File: config.mk
export PLATFORM = sky130hd
export DESIGN_NAME = mul_unit_flat
export DESIGN_NICKNAME = d
export VERILOG_FILES = /design/src/rtl/mul_unit_if.sv /design/src/rtl/mul_unit.sv /design/src/flat_wrapper.sv
export SDC_FILE = /design/constraint.sdc
export NUM_CORES = 1
export LEC_CHECK = 0
export CORE_MARGIN = 10
export CORE_UTILIZATION = 50
export CTS_CLUSTER_DIAMETER = 200
export CTS_CLUSTER_SIZE = 28
export DETAILED_ROUTE_END_ITERATION = 6
export DONT_BUFFER_PORTS = 1
export PLACE_DENSITY = 0.72
export SLEW_MARGIN = 20
export SYNTH_ARGS = -nofsm -noshare
export SYNTH_HDL_FRONTEND = slang
export SYNTH_SLANG_ARGS = --single-unit
File: constraint.sdc
create_clock -name clk -period 6.5 [get_ports clk]
set_clock_uncertainty 0.15 [all_clocks]
set_input_delay 0.325 -clock clk [delete_from_list [all_inputs] [get_ports clk]]
set_output_delay 0.325 -clock clk [all_outputs]
set_load 0.005 [all_outputs]
File: src/rtl/mul_unit_if.sv
// Register-bank side bundle of the multiplier: operand/request inputs and write-port outputs.
interface mul_unit_if #(
  parameter int WIDTH = 32
);
  logic             start;
  logic             accumulate;
  logic             set_flags;
  logic [3:0]       Rd_in;
  logic [WIDTH-1:0] Rm_data;
  logic [WIDTH-1:0] Rs_data;
  logic [WIDTH-1:0] Rn_data;

  logic             busy;
  logic             done;
  logic             latch_reg;
  logic [3:0]       Rd_out;
  logic [WIDTH-1:0] result;
  logic             flags_we;
  logic             flag_n;
  logic             flag_z;

  modport master (
    output start, accumulate, set_flags, Rd_in, Rm_data, Rs_data, Rn_data,
    input  busy, done, latch_reg, Rd_out, result, flags_we, flag_n, flag_z
  );

  modport slave (
    input  start, accumulate, set_flags, Rd_in, Rm_data, Rs_data, Rn_data,
    output busy, done, latch_reg, Rd_out, result, flags_we, flag_n, flag_z
  );
endinterface

File: src/rtl/mul_unit.sv
// Iterative shift-add MUL/MLA unit with early termination once the remaining multiplier is zero.
// BITS_PER_CYCLE must be 1, 2 or 4.
module mul_unit #(
  parameter int WIDTH          = 32,
  parameter int BITS_PER_CYCLE = 2
) (
  input  logic       clk,
  input  logic       rst,
  mul_unit_if.slave  bus
);

  typedef enum logic [1:0] {
    IDLE,
    RUN,
    DONE
  } state_e;

  state_e           state_q;
  logic [WIDTH-1:0] mcand_q;
  logic [WIDTH-1:0] mplier_q;
  logic [WIDTH-1:0] acc_q;
  logic [WIDTH-1:0] result_q;
  logic [3:0]       rd_q;
  logic             sf_q;
  logic             busy_q;
  logic             done_q;

  logic             accept;
  logic [WIDTH-1:0] pp;
  logic [WIDTH-1:0] mplier_nx;

  always_comb begin
    accept    = (state_q == IDLE) && bus.start;
    mplier_nx = mplier_q >> BITS_PER_CYCLE;
    pp        = '0;
    for (int unsigned i = 0; i < BITS_PER_CYCLE; i++) begin
      if (mplier_q[i]) pp = pp + (mcand_q << i);
    end
  end

  // Outputs are registered one cycle behind the internal DONE state, so the
  // write pulse lands on the cycle after edge N+1 and busy covers it.
  always_ff @(posedge clk or negedge rst) begin
    if (!rst) begin
      state_q  <= IDLE;
      mcand_q  <= '0;
      mplier_q <= '0;
      acc_q    <= '0;
      result_q <= '0;
      rd_q     <= '0;
      sf_q     <= 1'b0;
      busy_q   <= 1'b0;
      done_q   <= 1'b0;
    end else begin
      busy_q <= accept || (state_q != IDLE);
      done_q <= (state_q == DONE);
      case (state_q)
        IDLE: begin
          if (accept) begin
            mcand_q  <= bus.Rm_data;
            mplier_q <= bus.Rs_data;
            acc_q    <= bus.accumulate ? bus.Rn_data : '0;
            rd_q     <= bus.Rd_in;
            sf_q     <= bus.set_flags;
            state_q  <= RUN;
          end
        end
        RUN: begin
          acc_q    <= acc_q + pp;
          mcand_q  <= mcand_q << BITS_PER_CYCLE;
          mplier_q <= mplier_nx;
          if (mplier_nx == '0) state_q <= DONE;
        end
        DONE: begin
          result_q <= acc_q;
          state_q  <= IDLE;
        end
        default: state_q <= IDLE;
      endcase
    end
  end

  assign bus.busy      = busy_q;
  assign bus.done      = done_q;
  assign bus.latch_reg = done_q;
  assign bus.Rd_out    = rd_q;
  assign bus.result    = result_q;
  assign bus.flags_we  = done_q & sf_q;
  assign bus.flag_n    = result_q[WIDTH-1];
  assign bus.flag_z    = (result_q == '0);

endmodule

File: src/flat_wrapper.sv
// flat-port wrapper written by rule: the top's interface ports become plain ports
module mul_unit_flat 
#(
  parameter int WIDTH          = 32,
  parameter int BITS_PER_CYCLE = 2
)
  (clk, rst, bus_start, bus_accumulate, bus_set_flags, bus_Rd_in, bus_Rm_data, bus_Rs_data, bus_Rn_data, bus_busy, bus_done, bus_latch_reg, bus_Rd_out, bus_result, bus_flags_we, bus_flag_n, bus_flag_z);
  mul_unit_if #(.WIDTH(WIDTH)) bus_i ();
  input  logic clk;
  input  logic rst;
  input wire logic [$bits(bus_i.start)-1:0] bus_start;
  input wire logic [$bits(bus_i.accumulate)-1:0] bus_accumulate;
  input wire logic [$bits(bus_i.set_flags)-1:0] bus_set_flags;
  input wire logic [$bits(bus_i.Rd_in)-1:0] bus_Rd_in;
  input wire logic [$bits(bus_i.Rm_data)-1:0] bus_Rm_data;
  input wire logic [$bits(bus_i.Rs_data)-1:0] bus_Rs_data;
  input wire logic [$bits(bus_i.Rn_data)-1:0] bus_Rn_data;
  output wire logic [$bits(bus_i.busy)-1:0] bus_busy;
  output wire logic [$bits(bus_i.done)-1:0] bus_done;
  output wire logic [$bits(bus_i.latch_reg)-1:0] bus_latch_reg;
  output wire logic [$bits(bus_i.Rd_out)-1:0] bus_Rd_out;
  output wire logic [$bits(bus_i.result)-1:0] bus_result;
  output wire logic [$bits(bus_i.flags_we)-1:0] bus_flags_we;
  output wire logic [$bits(bus_i.flag_n)-1:0] bus_flag_n;
  output wire logic [$bits(bus_i.flag_z)-1:0] bus_flag_z;
  assign bus_i.start = bus_start;
  assign bus_i.accumulate = bus_accumulate;
  assign bus_i.set_flags = bus_set_flags;
  assign bus_i.Rd_in = bus_Rd_in;
  assign bus_i.Rm_data = bus_Rm_data;
  assign bus_i.Rs_data = bus_Rs_data;
  assign bus_i.Rn_data = bus_Rn_data;
  assign bus_busy = bus_i.busy;
  assign bus_done = bus_i.done;
  assign bus_latch_reg = bus_i.latch_reg;
  assign bus_Rd_out = bus_i.Rd_out;
  assign bus_result = bus_i.result;
  assign bus_flags_we = bus_i.flags_we;
  assign bus_flag_n = bus_i.flag_n;
  assign bus_flag_z = bus_i.flag_z;
  mul_unit #(.WIDTH(WIDTH), .BITS_PER_CYCLE(BITS_PER_CYCLE)) u_core (.clk(clk), .rst(rst), .bus(bus_i));
endmodule
==> flow_summary.json, run 1 <==
{
  "synth_area_mm2": 0.00989,
  "post-place-ws_ns": 0.614,
  "cts_setup_buffers": 0,
  "critPathMaxStageDelay_ns": 0.53,
  "synth_fp_nets": 1386,
  "finalSetupViolCount": 0,
  "diodes": 0,
  "initialDrtViolationCount": 672,
  "yosysTopAreaCell": "dfrtp_1",
  "rsz0062_at_grt": "no",
  "critical_path_class": "flop to flop",
  "cts_tree": "built",
  "htreeDepth": 4,
  "antenna_found_initial": 0,
  "cp_slowest_cell": "dfrtp_2",
  "ys_async_sr_fraction": 1.00,
  "drc_errors": 0,
  "cts_made_buffers": 17,
  "end_kind": "flop",
  "cts.sinks": 137,
  "rr_endpoint": "u_core.acc_q[29]",
  "die_w_um": 161,
  "hold_depth": 3,
  "std_cell_rows": 51,
  "core_mm2": 0.0195,
  "status": "completed",
  "synth-main-ff-cell": "dfrtp_1",
  "ios": 147,
  "clk_pin_slew_ns": 0.07,
  "period_minus_slack_ns": 5.92,
  "required_ns": 6.61,
  "grt_pass1_wl_mm": 45.3,
  "cts-root-buf": "clkbuf_16",
  "reg2regPathDepth": 26,
  "ant_nets": 0,
  "reg2reg_from": "u_core.mplier_q[0]",
  "reg2reg_slack_ns": 0.58,
  "hold_class": "input port to flop",
  "cap_violations": 0,
  "dieArea_mm2": 0.0258,
  "hpwl_mm": 19.0,
  "max_freq_mhz": 169,
  "critPathLaunch": "u_core.mplier_q[0]",
  "synthCells": 1227,
  "place_congestion": 0.892,
  "drt_wl_total_mm": 27.9,
  "holdPathEnd": "u_core.acc_q[21]",
  "avgRoutedWirePerCell_um": 18.0,
  "crit_buf_inv": 1,
  "setup_ws_ns": 0.580,
  "dr.pass1.iters": 5,
  "synth_cell_types": 66,
  "critPathArrivalTime_ns": 6.03,
  "die_h_um": 161,
  "fin_hold_ws_ns": 0.0635,
  "leakage_nw": 4.97,
  "cp_top_family": "compound AO/OA/AOI/OAI gates",
  "start_kind": "flop",
  "peakVddDrop_mv": 0.365,
  "crit_top_cell": "o21ai_0",
  "worstMarginPinSlew_ns": 1.08,
  "synth_edf_count": 0,
  "viasPerCell": 5.94,
  "grt_usage": 0.210,
  "fin_nets": 1433,
  "grt_remaining_overflow": 0,
  "grt_max_degree": 138,
  "yosysTopAreaCellShare": 0.347,
  "io_buffers": 0,
  "vias": 9214,
  "layout-drive-gt1-share": 0.0808,
  "syn_to_final_growth_pct": 17.9,
  "insertion_delay_ns": 0.43,
  "tns_ns": 0,
  "clockBufferDepth": 2,
  "seq_area_frac_synth": 0.347,
  "period_share": 0.911,
  "synthTopCellsByArea": "dfrtp_1 35%, nand2_1 8.9%, ha_1 6.6%",
  "finalMaxSlewViolations": 0,
  "hold_viol": 0,
  "power_density_mw_per_mm2": 620,
  "cp_max_fo": 20,
  "grt_pass1_vias": 8912,
  "initial_core_util": 0.508,
  "relSlewSlack": 0.278,
  "yosys_register_bits": 137,
  "hold_start": "bus_Rn_data[21]",
  "avgSynthCellArea_um2": 8.06,
  "yosys_warnings": 0
}
-- kinds of logic after synthesis --
group,after synthesis,share of synthesized area
simple gates,497,0.224
compound gates,330,0.217
flops,137,0.347
buf+inv,108,0.0424
xor+xnor,57,0.0505
fa+ha+maj,54,0.0699
mux,44,0.0500
-- tightest hold or removal path, delay by kind of cell --
family           cells  cell delay (ns)
AND/OR/NAND/NOR      1             0.13
AO/OA/AOI/OAI        2             0.14
-- power by group --
group | internal [mW] | leakage [nW] | switching, mW
Clock | 0.583 | 0.295 | 0.435
Combinational | 2.14 | 3.05 | 2.54
Sequential | 1.16 | 1.62 | 0.371
Total | 3.88 | 4.97 | 3.35
-- per-layer routing --
metal / share of wire / wire [um] / GRT usage / vias to the layer above
li1: - / - / - / 4469
met1: 0.42 / 11800 / 0.254 / 4447
met2: 0.51 / 14100 / 0.369 / 259
met3: 0.050 / 1390 / 0.0417 / 39
met4: 0.021 / 592 / 0.0605 / 0
met5: 0 / 0 / 0 / -
-- metrics by stage --
| stage | cell area, um2 | power, mW | util | cells |
|---|---|---|---|---|
| floorplan | 9890 | 5.22 | - | 1227 |
| CTS | 11600 | 7.21 | 0.598 | 1552 |
| global route | 11700 | 7.86 | 0.599 | 1552 |
| global placement | 9960 | 5.98 | 0.512 | 1414 |
| detailed placement | 9960 | 6.08 | 0.512 | 1414 |
| finish | 11700 | 7.22 | 0.599 | 1552 |
-- cell usage after synthesis, types with 16 or more instances --
library cell  count
nand2_1         235
dfrtp_1         137
nor2_1          109
a31oi_1          85
clkbuf_1         70
a21oi_1          66
o21ai_0          57
ha_1             52
nand3_1          47
mux2_2           43
xnor2_1          32
a21o_1           26
and2_1           25
xor2_1           25
inv_1            24
nor4_1           17
a211oi_1         16
-- layout by cell type, fill, tap and decap left out, types with 4 or more instances in the layout --
cell type	Yosys	routed
a211oi_1	16	16
a21o_1	26	26
a21oi_1	66	66
a31o_2	5	5
a31oi_1	85	85
and2_1	25	24
and3_1	9	9
buf_4	3	6
clkbuf_16	0	17
dfrtp_1	137	136
dlygate4sd3_1	0	105
ha_1	52	52
inv_1	24	24
inv_6	0	4
inv_8	0	4
mux2_2	43	43
nand2_1	235	234
nand2b_1	10	9
nand3_1	47	47
nand3b_1	5	5
nand4_1	7	7
nor2_1	109	109
nor2b_1	11	9
nor3_1	6	6
nor4_1	17	17
o211ai_1	7	7
o21a_1	11	11
o21ai_0	57	57
o21bai_1	8	8
o22ai_1	6	6
o31ai_1	8	7
or3_1	4	4
xnor2_1	32	32
xor2_1	25	25
-- state kept, by name (all words and copies together), names as in the netlist, 2 cells and up --
register and count:
u_core.mcand_q 32, u_core.mplier_q 32, u_core.bus.Rd_out 4, u_core.acc_q 32, u_core.bus.result 32, u_core.state_q 2
-- final cells by class --
type	instances	area, um2
clock inverters	15	185
flip-flops and latches	137	3430
well taps	265	332
inverters	24	90.1
repair buffers	112	1120
multi-input cells	982	6070
clock buffers	17	425
fillers	1702	7810
-- worst max-delay path by stage --
stage / endpoint / slack [ns] / depth (start not counted)
after floorplan: u_core.acc_q[30] / 0.85 / 26
after global placement: u_core.acc_q[29] / 0.79 / 26
after detailed placement: u_core.acc_q[29] / 0.61 / 26
after CTS: u_core.acc_q[29] / 0.51 / 26
after global routing: u_core.acc_q[29] / 0.07 / 26
final: u_core.acc_q[29] / 0.58 / 26
-- what timing repair did --
item,CTS,global route
hold endpoints to repair,230,0
hold buffers,106,0
setup endpoints to repair,0,3
gates resized for setup,0,1
(Power assumes the default switching activity.)
==> run 2, diff against run 1 <==
- CORE_UTILIZATION: 50 -> 55
- PLACE_DENSITY: 0.72 -> 0.77
==> flow_summary.json, run 2 (synthesis gave the netlist of run 1 again) <==
{
  "finalMaxSlewViolations": 0,
  "period_share": 0.895,
  "place_congestion": 0.955,
  "finalSetupViolCount": 0,
  "final_util": 0.655,
  "hpwl_mm": 18.8,
  "insertion_delay_ns": 0.43,
  "relSlewSlack": 0.277,
  "ios": 147,
  "grt_max_degree": 138,
  "drt_wl_total_mm": 27.7,
  "hold_depth": 4,
  "syn_to_final_growth_pct": 15.9,
  "initial_core_util": 0.566,
  "layout_common_cells": "234 x nand2_1, 136 x dfrtp_1, 109 x nor2_1, 94 x dlygate4sd3_1, 85 x a31oi_1",
  "grt_pass1_vias": 8955,
  "vias": 9289,
  "fillCellCount": 1426,
  "peakVddDrop_mv": 0.366,
  "cts-root-buf": "clkbuf_16",
  "post-place-ws_ns": 0.680,
  "hold_viol": 0,
  "reg2regPathDepth": 26,
  "initialDrtViolationCount": 663,
  "hold_start": "bus_accumulate",
  "die_w_um": 154,
  "critPathArrivalTime_ns": 5.94,
  "cts_tree": "built",
  "layout-drive-gt1-share": 0.0815,
  "cap_violations": 0,
  "crit_top_cell": "o21ai_0",
  "drc_errors": 0,
  "antenna_found_initial": 0,
  "cts_made_buffers": 17,
  "setup_ws_ns": 0.683,
  "start_kind": "flop",
  "core_mm2": 0.0175,
  "max_freq_mhz": 172,
  "power_mw": 7.21,
  "required_ns": 6.62,
  "end_kind": "flop",
  "reg2reg_from": "u_core.mcand_q[2]",
  "die_h_um": 154,
  "power_density_mw_per_mm2": 629,
  "leakage_nw": 4.93,
  "cp_slowest_cell": "dfrtp_1",
  "viasPerCell": 6.19,
  "period_minus_slack_ns": 5.82,
  "avgRoutedWirePerCell_um": 18.5,
  "fin_nets": 1422,
  "diodes": 0,
  "std_cell_rows": 48,
  "dr.pass1.iters": 5,
  "dieArea_mm2": 0.0237,
  "critPathMaxStageDelay_ns": 0.49,
  "clk_pin_slew_ns": 0.07,
  "io_buffers": 0,
  "grt_usage": 0.227,
  "tns_ns": 0,
  "grt_pass1_wl_mm": 45.2,
  "hold_class": "input port to flop",
  "grt_remaining_overflow": 0,
  "rsz0062_at_grt": "no",
  "cts.sinks": 137,
  "ant_nets": 0,
  "rr_endpoint": "u_core.acc_q[29]",
  "holdPathEnd": "u_core.acc_q[26]",
  "reg2reg_slack_ns": 0.68,
  "worstMarginPinSlew_ns": 1.09,
  "final_common_cell": "nand2_1",
  "cp_max_fo": 10,
  "critical_path_class": "flop to flop",
  "status": "completed",
  "clockBufferDepth": 2,
  "htreeDepth": 4
}
-- run 2: metrics by stage --
stage          hold slack (ns)  instance area, um2  cells
3_3_place_gp            -0.112                9910   1374
6_report               0.00492               11500   1501
4_1_cts                0.00463               11500   1501
2_1_floorplan           -0.121                9890   1227
5_1_grt                 0.0133               11500   1501
3_5_place_dp            -0.111                9910   1374
-- run 2: worst max path at each step --
stage                     cells after the start          endpoint          startpoint  slack (ns)
final                                        26  u_core.acc_q[29]   u_core.mcand_q[2]        0.68
after global routing                         26  u_core.acc_q[29]   u_core.mcand_q[2]        0.13
after CTS                                    26  u_core.acc_q[29]   u_core.mcand_q[2]        0.59
after detailed placement                     26  u_core.acc_q[31]   u_core.mcand_q[2]        0.68
after global placement                       26  u_core.acc_q[31]   u_core.mcand_q[2]        0.91
after floorplan                              26  u_core.acc_q[30]  u_core.mplier_q[0]        0.85
-- run 2: power breakdown --
part,switching (mW),leakage [nW],internal (mW)
registers,0.360,1.62,1.16
logic,2.59,3.03,2.14
clock network,0.415,0.274,0.545
-- run 2: repair_timing --
action | in CTS | in global routing
gates resized for setup | 0 | 1
endpoints found under the setup margin | 0 | 2
hold buffers | 95 | 0
endpoints found under the hold margin | 229 | 0
setup buffers | 0 | 0
-- run 2: cell type report --
cell class / instances / area, um2 / share of cell area
Multi-Input combinational cell: 982 / 6070 / 0.529
Sequential cell: 137 / 3430 / 0.299
Timing Repair Buffer: 101 / 1010 / 0.0885
Clock buffer: 18 / 439 / 0.0383
Tap cell: 225 / 282 / 0.0246
Clock inverter: 14 / 136 / 0.0119
Inverter: 24 / 90.1 / 0.00786
-- run 2: routing by layer --
metal  wire length (um)  track usage  part of all wire  vias to the layer above
met5                  0            0                 0                        -
met4                753       0.0832             0.027                        0
met3               1540       0.0508             0.056                       60
met2              13900        0.389              0.50                      304
met1              11600        0.273              0.42                     4491
li1                   -            -                 -                     4434
-- run 2: worst max-delay path: cells and delay by family, from the launching register on --
kind | cells | cell delay (ns)
compound gates | 16 | 3.34
flops | 1 | 0.49
buf+inv | 1 | 0.07
xor+xnor | 1 | 0.18
fa+ha+maj | 2 | 0.61
simple gates | 6 | 0.83
